File: config.mk
export PLATFORM = sky130hd
export DESIGN_NAME = ft60x_tx_arb
export DESIGN_NICKNAME = d
export VERILOG_FILES = /design/src/rtl/ft60x_defs_pkg.sv /design/src/rtl/ft60x_rr_arb.sv /design/src/rtl/ft60x_tx_arb.sv
export SDC_FILE = /design/constraint.sdc
export NUM_CORES = 1
export LEC_CHECK = 0
export ABC_CLOCK_PERIOD_IN_PS = 3200
export CORE_MARGIN = 4
export CORE_UTILIZATION = 44
export CTS_CLUSTER_DIAMETER = 100
export DETAILED_ROUTE_END_ITERATION = 8
export GPL_ROUTABILITY_DRIVEN = 0
export GPL_TIMING_DRIVEN = 0
export PLACE_DENSITY_LB_ADDON = 0.12
export SYNTH_ARGS = -nofsm -noshare
export SYNTH_HDL_FRONTEND = slang
export SYNTH_SLANG_ARGS = --single-unit
File: constraint.sdc
create_clock -name clk_i -period 3.2 [get_ports clk_i]
set_input_delay 0.96 -clock clk_i [delete_from_list [all_inputs] [get_ports clk_i]]
set_output_delay 0.96 -clock clk_i [all_outputs]
set_load 0.05 [all_outputs]
File: src/rtl/ft60x_defs_pkg.sv
// ft60x_defs_pkg: shared definitions for the FT60x Tx arbiter and its Rx-side companion.
// Holds the arbiter state encoding, the default frame tags, and the header/trailer field layout.
package ft60x_defs_pkg;

  typedef enum logic [1:0] {
    ST_IDLE = 2'd0,
    ST_HDR  = 2'd1,
    ST_DATA = 2'd2,
    ST_TRL  = 2'd3
  } arb_state_t;

  localparam int NUM_CH = 4;

  localparam logic [7:0] HDR_MAGIC_DEF = 8'hA5;
  localparam logic [7:0] TRL_MAGIC_DEF = 8'h5A;

  // Field positions shared by header and trailer words
  localparam int MAGIC_LSB     = 24;
  localparam int HDR_CHAN_LSB  = 0;
  localparam int TRL_FLAG_BIT  = 17;
  localparam int TRL_COUNT_LSB = 0;

  // Header: tag in the top byte, channel number in the bottom two bits, zeros elsewhere
  function automatic logic [31:0] make_header(input logic [7:0] magic, input logic [1:0] chan);
    logic [31:0] w;
    w = '0;
    w[MAGIC_LSB +: 8]    = magic;
    w[HDR_CHAN_LSB +: 2] = chan;
    return w;
  endfunction

  // Trailer: tag, end-of-packet flag, and the number of data words carried by the burst
  function automatic logic [31:0] make_trailer(input logic [7:0] magic, input logic flag,
                                               input logic [15:0] count);
    logic [31:0] w;
    w = '0;
    w[MAGIC_LSB +: 8]      = magic;
    w[TRL_FLAG_BIT]        = flag;
    w[TRL_COUNT_LSB +: 16] = count;
    return w;
  endfunction

endpackage

File: src/rtl/ft60x_rr_arb.sv
// ft60x_rr_arb: combinational round-robin picker over four requesters.
// The search starts one past the previous winner, so the previous winner has lowest priority.
module ft60x_rr_arb
  import ft60x_defs_pkg::*;
(
  input  logic [3:0] req,
  input  logic [1:0] last_grant,
  output logic [1:0] grant,
  output logic       any
);

  logic [1:0] idx;

  // Walk from the farthest candidate to the nearest so the nearest requester overrides the rest
  always_comb begin
    grant = last_grant;
    idx   = '0;
    any   = |req;
    for (int k = NUM_CH; k >= 1; k--) begin
      idx = last_grant + 2'(k);
      if (req[idx]) begin
        grant = idx;
      end
    end
  end

endmodule

File: src/rtl/ft60x_tx_arb.sv
// ft60x_tx_arb: shares the FT60x Tx FIFO inport between four packet sources.
// A grant is held until the packet ends or the burst limit is hit; every burst is
// framed by a header naming the channel and a trailer carrying flag and word count.
module ft60x_tx_arb
  import ft60x_defs_pkg::*;
#(
  parameter int         MAX_BURST = 256,
  parameter logic [7:0] HDR_MAGIC = HDR_MAGIC_DEF,
  parameter logic [7:0] TRL_MAGIC = TRL_MAGIC_DEF
) (
  input  logic         clk_i,
  input  logic         rst_i,
  input  logic [3:0]   req_valid_i,
  input  logic [127:0] req_data_i,
  input  logic [3:0]   req_last_i,
  output logic [3:0]   req_accept_o,
  output logic         outport_valid_o,
  output logic [31:0]  outport_data_o,
  input  logic         outport_accept_i
);

  localparam logic [15:0] BURST_LIMIT = 16'(MAX_BURST);

  arb_state_t  state;
  logic [1:0]  grant_q;
  logic [1:0]  last_grant;
  logic [15:0] count_q;
  logic        last_flag_q;

  logic [1:0]  pick;
  logic        pick_any;
  logic        slot_free;
  logic        gnt_valid;
  logic        gnt_last;
  logic [31:0] gnt_data;

  ft60x_rr_arb u_rr (
    .req        (req_valid_i),
    .last_grant (last_grant),
    .grant      (pick),
    .any        (pick_any)
  );

  // The output register can take a new word when empty or when its word leaves this cycle
  assign slot_free = !outport_valid_o || outport_accept_i;

  // Select the granted channel's request signals
  always_comb begin
    gnt_valid = req_valid_i[grant_q];
    gnt_last  = req_last_i[grant_q];
    gnt_data  = req_data_i[{grant_q, 5'b0} +: 32];
  end

  // Only the granted channel sees accept, and only while its data can enter the output register
  always_comb begin
    req_accept_o = '0;
    if (state == ST_DATA) begin
      req_accept_o[grant_q] = slot_free;
    end
  end

  // Arbitration, framing and output register sequencing
  always_ff @(posedge clk_i) begin
    if (!rst_i) begin
      state           <= ST_IDLE;
      grant_q         <= '0;
      last_grant      <= 2'd3;
      count_q         <= '0;
      last_flag_q     <= 1'b0;
      outport_valid_o <= 1'b0;
      outport_data_o  <= '0;
    end else begin
      if (outport_accept_i) begin
        outport_valid_o <= 1'b0;
        outport_data_o  <= '0;
      end

      case (state)
        ST_IDLE: begin
          if (pick_any) begin
            grant_q <= pick;
            state   <= ST_HDR;
          end
        end

        ST_HDR: begin
          if (slot_free) begin
            outport_valid_o <= 1'b1;
            outport_data_o  <= make_header(HDR_MAGIC, grant_q);
            count_q         <= '0;
            state           <= ST_DATA;
          end
        end

        ST_DATA: begin
          if (slot_free && gnt_valid) begin
            outport_valid_o <= 1'b1;
            outport_data_o  <= gnt_data;
            count_q         <= count_q + 16'd1;
            if (gnt_last || ((count_q + 16'd1) == BURST_LIMIT)) begin
              last_flag_q <= gnt_last;
              state       <= ST_TRL;
            end
          end
        end

        ST_TRL: begin
          if (slot_free) begin
            outport_valid_o <= 1'b1;
            outport_data_o  <= make_trailer(TRL_MAGIC, last_flag_q, count_q);
            last_grant      <= grant_q;
            state           <= ST_IDLE;
          end
        end

        default: state <= ST_IDLE;
      endcase
    end
  end

endmodule
==> summary.md, run 1 <==
| Metric | Value |
|---|---|
| R2r setup slk | 0.64 ns |
| CP endpoint | outport_data_o[13] |
| FF-to-FF path depth | 7 |
| Cell Chain, Critical Path | clkdlybuf4s50_1 > mux4_2 > a21boi_2 > clkinv_1 > a311oi_1 > o21a_1 |
| Simple-Gate Fraction of Synth Area | ~18% |
| Placed instance count | 811 |
| Worst-Skew Late Latency | 0.31 ns |
| Non-Filler Instances | 819 |
| Vias in the first global route | 5004 |
| DRT Pass-1 Iters | 5 |
| Critical path startpoint | req_valid_i[3] |
| Unrepaired setup endpoints after global routing | no |
| IR drop worst, VDD | 0.000323 V |
| Syn-to-layout area delta | 48.7% |
| Worst-path clk slew | between 0.1 and 0.15 ns |
| Kind of critical path | in2reg |
| IO Port Bufs | 174 |
| Ys async rst share | 0% |
| TNS Setup | 0 ns |
| Clock buffer depth | 2 |
| Max Cap Violations | 0 |
| Ys flop type | dfxtp_1 |
| H-Tree Depth | 2 |
| Finished Core Util | 68.0% |
| Total Power | about 3.8 mW |
| # diodes | 0 |
| Cell Area, Synth | around 4300 um^2 |
| XOR/XNOR Fraction of Synth Area | 0.616% |
| Placed cell areas | 6220 um^2 |
| Initial Utilization | 45.7% |
| Die W | 106 um |
| Syn Nets | 654 |
| Cells after Synth | between 500 and 600 |
| Detailed Route WL | 16.1 mm |
| Rows | 35 |
| Root Buffer | clkbuf_8 |
| Tot GR Track Use | 28.0% |
| Pin count of the biggest net entering global routing | 20 |
| Full die area | 11300 um^2 |
| Post-synth EDFFs | 0 |
| Crit end category | register |
| Mux contribution to synthesized area | roughly 20% |
| Slowest-stage cell, CP | mux4_2 |
| Mean post-synth cell area | 8.40 um^2 |
| Drt wl/cell | between 15 and 20 um |
| Top-level I/O count | approximately 180 |
| Final period util | 97.6% |
| Adder-Cell Fraction of Synth Area | 2.05% |
| Yosys warning count | 0 |
| Core box area | about 9300 um^2 |
| Global route overflow | 0 |
| DRC | 0 |
| Synth unique cells | 59 |
| Share of layout cells above drive strength 1 | 12.8% |
| Main combinational cell family by area after synthesis | compound AO/OA/AOI/OAI gates |
| Synth Area in Compound Gates | 25.9% |
| Final min period | about 3.1 ns |
| FMAX | about 320 MHz |
| CP Max Fanout | 10 |
| TritonCTS clock tree | yes |
| Initial DRC Count | 513 |
| CP Data Required Time | 3.47 ns |
| Final slew viol count | 0 |
| Share of the yosys chip area belonging to registers | roughly a quarter |
| Critical path's largest stage delay | 0.62 ns |
| #FFs+latches synth | 56 |
| Worst-margin pin slew | 0.696 ns |
| Pre-CTS setup slack | -0.786 ns |
| Final setup margin | 0.0765 ns |
| R2r startpoint | count_q[1] |
| R2R Path End | last_flag_q |
| Clk sinks | 56 |
| Final Hold Fails | 0 |
| Final setup viols | 0 |
| DRT antenna net count | 0 |
| TritonCTS buffer count | 5 |
| Initial antenna violation count | 0 |
| Global-route wire length before repair | 25.4 mm |
| DPL Wire Length | 12.9 mm |
| # hold bufs at CTS | 0 |
| Hold crit path type | reg2reg |
| Hold WS | 0.503 ns |
| Die Y | 106 um |
| Setup crit start kind | primary input |
| Vias per cell | 6.09 |
| Leak | 2.18 nW |
| Slew HR | 53.6% |
| Arrival time at the worst endpoint | 3.40 ns |
| Final #Nets | 835 |
| Power Dens Cells | around 600 nW/um^2 |
| Final instance area | approximately 6300 um^2 |
| Status | finished, final reports clean |
| DR vias | about 5000 |
| Layout Skew | between 0.006 and 0.007 ns |
cells in the final DEF, fill, tap and decap left out, drive strengths merged, types with 3 or more instances in the layout:
master / instances
clkdlybuf4s50: 170
dfxtp: 56
nor2: 52
nand2: 51
a21oi: 49
mux4: 34
o21ai: 31
clkbuf: 29
buf: 27
inv: 19
a31oi: 13
o21a: 10
a22oi: 10
a221oi: 10
nand3: 10
nor3: 10
a311oi: 9
and2: 9
mux2: 7
ha: 7
nand2b: 7
o211ai: 6
nand4: 5
a211oi: 5
a222oi: 5
and4: 4
nor4: 4
nor3b: 3
o31ai: 3
clkinv: 3
and3: 3
routing by layer:
metal	track usage [%]	vias to the layer above	share of wire [%]
met2	50.2	263	51
met1	33.3	2421	37
met4	7.21	0	1.9
met3	7.29	27	9.9
li1	-	2278	-
met5	0	-	0
Yosys cell counts (4+ instances only):
cell | count | area [um^2]
a222oi_1 | 5 | 50.1
mux4_2 | 34 | 766
nand3_1 | 10 | 50.1
o211ai_1 | 6 | 45.0
clkbuf_1 | 24 | 90.1
a22oi_1 | 10 | 75.1
nor3_1 | 10 | 50.1
ha_1 | 7 | 87.6
nand2_1 | 51 | 191
and2_1 | 8 | 50.1
buf_2 | 18 | 90.1
a21oi_1 | 49 | 245
nor4_1 | 4 | 25.0
o21a_1 | 10 | 75.1
a221oi_1 | 10 | 87.6
a31oi_1 | 13 | 81.3
dfxtp_1 | 56 | 1120
inv_1 | 18 | 67.6
o21ai_0 | 30 | 150
a211oi_1 | 5 | 37.5
nand2b_1 | 7 | 43.8
nor2_1 | 52 | 195
and4_1 | 4 | 35.0
nand4_1 | 5 | 31.3
a311oi_1 | 9 | 78.8
mux2_2 | 7 | 78.8
worst max-delay path, delay by kind of cell:
kind | cells | cell delay, ns
mux | 1 | 0.62
compound gates | 3 | 0.90
buf+inv | 2 | 0.91
power breakdown:
group	total [mW]	internal (mW)	switching, mW
sequential	0.956	0.830	0.126
combinational	2.39	0.981	1.41
clock	0.435	0.178	0.257
total	3.78	1.99	1.79
sequential cells by signal, summed over array words and instances, names as in the netlist:
signal,count
count_q,16
grant_q,2
outport_data_o,32
state,2
outport_valid_o,1
last_grant,2
last_flag_q,1
worst min path at each step:
stage	slack, ns	cells past startpoint	end	start
floorplan	0.46	1	count_q[15]	count_q[15]
global placement	0.47	2	outport_data_o[25]	outport_data_o[25]
detailed placement	0.48	2	outport_data_o[27]	outport_data_o[27]
CTS	0.50	2	outport_data_o[17]	outport_data_o[17]
global route	0.54	2	outport_data_o[17]	outport_data_o[17]
finish	0.50	2	outport_data_o[17]	outport_data_o[17]
timing repair:
item | CTS | global route
gates resized for setup | 29 | 5
setup endpoints to repair | 4 | 10
buffers inserted | 0 | 2
cell type report:
type / instances / area [um^2]
Sequential cell: 56 / 1120
Buffer: 44 / 219
Tap cell: 129 / 161
Multi-Input combinational cell: 386 / 2910
Inverter: 20 / 75.1
Fill cell: 781 / 2990
Clock inverter: 2 / 13.8
Timing Repair Buffer: 176 / 1760
Clock buffer: 6 / 82.6
kinds of logic after synthesis:
logic type      after synthesis
mux                          42
flops                        56
fa+ha+maj                     7
simple gates                166
compound gates              168
buf+inv                      66
xor+xnor                      3
No activity file was read; power rests on OpenSTA's default activity.
==> run 2, diff against run 1 <==
--- a/config.mk
+++ b/config.mk
@@ -7,9 +7,10 @@
 export LEC_CHECK = 0
 export ABC_CLOCK_PERIOD_IN_PS = 3200
 export CORE_MARGIN = 4
-export CORE_UTILIZATION = 44
+export CORE_UTILIZATION = 50
 export CTS_CLUSTER_DIAMETER = 100
 export DETAILED_ROUTE_END_ITERATION = 8
+export DONT_BUFFER_PORTS = 1
 export GPL_ROUTABILITY_DRIVEN = 0
 export GPL_TIMING_DRIVEN = 0
 export PLACE_DENSITY_LB_ADDON = 0.12
==> summary.md, run 2 (synthesis gave the netlist of run 1 again) <==
| Metric | Value |
|---|---|
| Final setup margin | 0.121 ns (+0.0445 ns) |
| Layout Skew | 0.0120 ns (+0.00596 ns) |
| IO Port Bufs | 0 (-100%) |
| Final #Nets | 657 (-21%) |
| Multi-input logic area | 2900 um^2 (-0.26%) |
| DPL Wire Length | 10.7 mm (-17%) |
| FMAX | 325 MHz (+1.4%) |
| Power Dens Cells | 735 nW/um^2 (+23%) |
| CP top delay family | simple AND/OR/NAND/NOR gates |
| DRT antenna net count | 0 (unchanged) |
| DR vias | 4114 (-18%) |
| Arrival time at the worst endpoint | 2.12 ns (-1.28 ns) |
| Biggest regs | outport_data_o: 32 flops, count_q: 16 flops |
| Hold crit path type | reg2reg |
| Kind of critical path | in2out |
| NetSw | 1.69 mW (-6.0%) |
| Hold WS | 0.547 ns (+0.0437 ns) |
| CP Buf/Inv Count | 1 (-1) |
| Syn-to-layout area delta | 6.01% |
| Critical path's largest stage delay | 0.52 ns (-0.10 ns) |
| Cell Chain, Critical Path | clkbuf_4 > nand2b_4 > nand2_2 > nor3_4 |
| Final setup viols | 0 (unchanged) |
| H-Tree Depth | 2 (unchanged) |
| Pre-CTS setup slack | -0.209 ns (+0.577 ns) |
| Final period util | 96.2% (-1.4 points) |
| Slew HR | 50.4% (-3.2 points) |
| # diodes | 0 (unchanged) |
| Initial antenna violation count | 0 (unchanged) |
| Placed instance count | 613 (-24%) |
| IR drop worst, VDD | 0.000548 V (+70%) |
| Worst path depth | 4 (-2) |
| Sequential Power Share | 40.5% (+15 points) |
| Final slew viol count | 0 (unchanged) |
| Vias per cell | 6.67 (+9.5%) |
| Die W | 100 um (-5.7%) |
| Leak | 1.48 nW (-32%) |
| Commonest cells after routing, fill and taps aside | dfxtp_1, nor2_1, nand2_1 |
| TritonCTS buffer count | 5 (unchanged) |
| Fillers | 790 (+1.2%) |
| Clock buffer depth | 2 (unchanged) |
| Clk sinks | 56 (unchanged) |
| Final Hold Fails | 0 (unchanged) |
| Worst-margin pin slew | 0.743 ns (+0.0466 ns) |
| R2r setup slk | 0.62 ns (-0.02 ns) |
| Max reg flops | 32 (unchanged) |
| Crit end category | output port |
| FF-to-FF path depth | 7 (unchanged) |
| Drt wl/cell | 22.1 um (+13%) |
| DRC | 0 (unchanged) |
| Global-route wire length before repair | 21.2 mm (-17%) |
| Switch share | 50.8% (+3.4 points) |
| Combinational power share | 47.1% (-16 points) |
| Share of layout cells above drive strength 1 | 15.0% (+2.3 points) |
| Max Cap Violations | 0 (unchanged) |
| Reg area | 1120 um^2 (unchanged) |
| Internal | 1.64 mW (-18%) |
| Rows | 33 (-5.7%) |
| Post-CTS Setup Repair Bufs | 0 (unchanged) |
| CP Data Required Time | 2.24 ns (-1.23 ns) |
| CP Max Fanout | 24 (+14) |
| Initial DRC Count | 275 (-46%) |
| Pin count of the biggest net entering global routing | 25 (+25%) |
| Top-level I/O count | 176 (unchanged) |
| Commonest non-fill, non-tap cell in the layout | dfxtp_1 |
| Unrepaired setup endpoints after global routing | no |
| TNS Setup | 0 ns (unchanged) |
| Status | finished, final reports clean |
| Clock Power Share | 12.4% (+0.9 points) |
| Worst-path clk slew | 0.10 ns (about the same) |
| Global route overflow | 0 (unchanged) |
| Initial Utilization | 51.7% (+5.9 points) |
| Largest Register | outport_data_o |
| Vias in the first global route | 3964 (-21%) |
| TritonCTS clock tree | yes |
| DRT Pass-1 Iters | 5 (unchanged) |
| Non-Filler Instances | 617 (-25%) |
| Slowest-stage cell, CP | nor3_4 |
| Final min period | 3.08 ns (-0.0445 ns) |
| Worst-Skew Late Latency | 0.32 ns (about the same) |
| Tot GR Track Use | 26.7% (-1.4 points) |
| Die Y | 100 um (-5.7%) |
| Hold depth | 1 (-1) |
| Root Buffer | clkbuf_8 |
| Detailed Route WL | 13.6 mm (-15%) |
| # hold bufs at CTS | 0 (unchanged) |
| Setup crit start kind | primary input |
| Full die area | 10100 um^2 (-11%) |
| Core box area | 8260 um^2 (-11%) |
run 2: cell count changes in the layout (fill, tap and decap cells not counted), moves of 2 or more:
cell / before / now
buf_6: 6 / 2
buf_4: 6 / 2
clkbuf_4: 0 / 2
clkdlybuf4s50_1: 170 / 0
buf_2: 15 / 13
run 2: cell type report:
class,instances,share of cell area [%]
clock inverters,1,0.194
inverters,20,1.66
clock buffers,7,1.69
multi-input cells,386,64.2
plain buffers,42,4.57
flip-flops and latches,56,24.8
well taps,105,2.91
run 2: worst reg2reg max path: stages (launching register included):
cell and delay, ns:
dfxtp_1 0.82, nor2b_1 0.20, buf_2 0.25, and2_1 0.21, clkbuf_1 0.38, a221oi_1 0.19
a311oi_1 0.32, o21a_1 0.16
run 2: per-stage QoR:
stage	util, %	cell area (um^2)	power, mW
after global routing	54.8	4520	3.53
after detailed placement	53.9	4450	2.92
after CTS	54.7	4520	3.32
after global placement	53.9	4450	2.89
final	54.8	4520	3.32
after floorplan	-	4320	2.56
run 2: final timing paths:
check	startpoint	to
worst max-delay path	outport_accept_i	req_accept_o[1]
worst min-delay path	count_q[15]	count_q[15]
worst max register to register	outport_valid_o	outport_data_o[6]
worst min register to register	count_q[15]	count_q[15]
run 2: layer usage:
| metal | GRT usage, % | vias up | part of all wire [%] |
|---|---|---|---|
| li1 | - | 1933 | - |
| met1 | 36.0 | 1940 | 40 |
| met2 | 43.0 | 219 | 49 |
| met3 | 6.32 | 22 | 9.5 |
| met4 | 7.15 | 0 | 1.6 |
| met5 | 0 | - | 0 |
run 2: what timing repair did:
| item | 4_1_cts | 5_1_grt |
|---|---|---|
| endpoints found under the setup margin | 4 | 4 |
| pin swaps | 1 | 1 |
| gates resized for setup | 4 | 3 |
| gates cloned | 0 | 0 |
run 2: power groups by stage:
stage	combinational (mW)	clock [mW]	sequential (mW)
global route	1.72	0.448	1.36
global placement	1.53	0	1.36
floorplan	1.25	0	1.30
finish	1.57	0.411	1.35
detailed placement	1.56	0	1.36
CTS	1.56	0.416	1.35
==> run 3, diff against run 2 <==
--- a/config.mk
+++ b/config.mk
@@ -6,7 +6,7 @@
 export NUM_CORES = 1
 export LEC_CHECK = 0
 export ABC_CLOCK_PERIOD_IN_PS = 3200
-export CORE_MARGIN = 4
+export CORE_MARGIN = 2
 export CORE_UTILIZATION = 50
 export CTS_CLUSTER_DIAMETER = 100
 export DETAILED_ROUTE_END_ITERATION = 8
==> summary.md, run 3 (synthesis gave the netlist of run 1 again) <==
| Metric | Value |
|---|---|
| Status | finished, final reports clean |
| Final setup margin | 0.0708 ns (-0.0502 ns) |
| Final instance area | 4520 um^2 (about the same) |
| Kind of critical path | in2out |
| Initial DRC Count | 308 (+12%) |
| Critical path's largest stage delay | 0.51 ns (about the same) |
| Unrepaired setup endpoints after global routing | no |
| Cell Chain, Critical Path | clkbuf_2 > nand2b_4 > nand2_2 > nor3_4 |
| IR drop worst, VDD | 0.000643 V (+17%) |
| Layout Skew | 0.00894 ns (-0.00311 ns) |
| Global route overflow | 0 (unchanged) |
| Total Power | 3.33 mW (+0.24%) |
| IO Port Bufs | 0 (unchanged) |
| Met1 WL | 5.78 mm (+5.2%) |
| Slew HR | 49.8% (-0.62 points) |
| Hold WS | 0.557 ns (+0.0102 ns) |
| Global-route wire length before repair | 20.7 mm (-2.3%) |
| Leak | 1.48 nW (-0.10%) |
| Power Dens Cells | 736 nW/um^2 (+0.21%) |
| Clock buffer depth | 2 (unchanged) |
| Pin count of the biggest net entering global routing | 25 (unchanged) |
| Fillers | 802 (+1.5%) |
| Crit end category | output port |
| Placed cell areas | 4450 um^2 (unchanged) |
| DRT Pass-1 Iters | 5 (unchanged) |
| Vias per cell | 6.68 (+0.22%) |
| # diodes | 0 (unchanged) |
| Die Y | 96.4 um (-4.0%) |
| Arrival time at the worst endpoint | 2.17 ns (+0.05 ns) |
| Syn-to-layout area delta | 6.04% (about the same) |
| Detailed Route WL | 13.7 mm (+0.22%) |
| Final Hold Fails | 0 (unchanged) |
| TritonCTS clock tree | yes |
| Met3 WL | 1.01 mm (-22%) |
| H-Tree Depth | 2 (unchanged) |
| CP Data Required Time | 2.24 ns (about the same) |
| CP Buf/Inv Count | 1 (unchanged) |
| Rows | 33 (unchanged) |
| DRT antenna net count | 0 (unchanged) |
| Top sig layer | met4 |
| Max reg flops | 32 (unchanged) |
| Drt wl/cell | 22.1 um (+0.22%) |
| Final slew viol count | 0 (unchanged) |
| Placed instance count | 613 (unchanged) |
| Initial antenna violation count | 0 (unchanged) |
| Max Cap Violations | 0 (unchanged) |
| TNS Setup | 0 ns (unchanged) |
| DPL Wire Length | 10.5 mm (-1.7%) |
| Final #Nets | 657 (unchanged) |
| CP Max Fanout | 24 (unchanged) |
| DR vias | 4123 (+0.22%) |
| Vias in the first global route | 3867 (-2.4%) |
| Hold crit path type | reg2reg |
| Setup crit start kind | primary input |
| Largest Register | outport_data_o |
| Commonest cells after routing, fill and taps aside | dfxtp_1, nor2_1, nand2_1 |
| Pre-CTS setup slack | -0.261 ns (-0.0516 ns) |
| Worst-margin pin slew | 0.752 ns (+0.00933 ns) |
| Root Buffer | clkbuf_8 |
| Commonest non-fill, non-tap cell in the layout | dfxtp_1 |
| TritonCTS buffer count | 5 (unchanged) |
| FMAX | 320 MHz (-1.6%) |
| Non-Filler Instances | 617 (unchanged) |
| Worst-path clk slew | 0.10 ns (about the same) |
| Worst-Skew Late Latency | 0.32 ns (about the same) |
| Routed wl met2 | 6.69 mm (+1.1%) |
| Final min period | 3.13 ns (+0.0502 ns) |
| Tot GR Track Use | 29.5% (+2.8 points) |
| Top-level I/O count | 176 (unchanged) |
| Die W | 96.4 um (-4.0%) |
| Clk sinks | 56 (unchanged) |
| Initial Utilization | 51.7% (unchanged) |
| Core box area | 8260 um^2 (unchanged) |
| Share of layout cells above drive strength 1 | 15.2% (+0.20 points) |
| Full die area | 9290 um^2 (-7.8%) |
| Post-CTS Setup Repair Bufs | 0 (unchanged) |
| CP top delay family | simple AND/OR/NAND/NOR gates |
| Biggest regs | outport_data_o: 32 flops, count_q: 16 flops |
| Final setup viols | 0 (unchanged) |
| Finished Core Util | 54.8% (about the same) |
| Final period util | 97.8% (+1.6 points) |
| Slowest-stage cell, CP | nor3_4 |
| DRC | 0 (unchanged) |
run 3: layout make-up:
cell class | instances | area (um^2) | share of cell area (%)
Multi-Input combinational cell | 386 | 2900 | 64.2
Sequential cell | 56 | 1120 | 24.8
Buffer | 42 | 204 | 4.51
Tap cell | 105 | 131 | 2.90
Inverter | 20 | 75.1 | 1.66
Clock buffer | 6 | 72.6 | 1.60
Clock inverter | 2 | 16.3 | 0.360
run 3: power by group:
group,internal [mW],leakage (nW),switching (mW)
Sequential,0.828,0.455,0.513
Clock,0.157,0.0414,0.258
Combinational,0.649,0.980,0.924
run 3: final timing paths:
check	slack (ns)	startpoint	to	depth (start not counted)
max reg2reg	0.56	outport_valid_o	outport_data_o[6]	7
min reg2reg	0.56	count_q[15]	count_q[15]	1
max	0.07	outport_accept_i	req_accept_o[1]	4
min	0.56	count_q[15]	count_q[15]	1
run 3: what timing repair did:
action | CTS | global route
pin swaps | 2 | 0
resized for setup | 3 | 3
hold buffers | 0 | 0
setup endpoints to repair | 4 | 4
run 3: layer usage:
metal | up-vias | GRT usage, %
met5 | - | 0
met4 | 0 | 7.39
met3 | 12 | 5.72
met2 | 188 | 48.0
met1 | 1993 | 40.3
li1 | 1930 | -
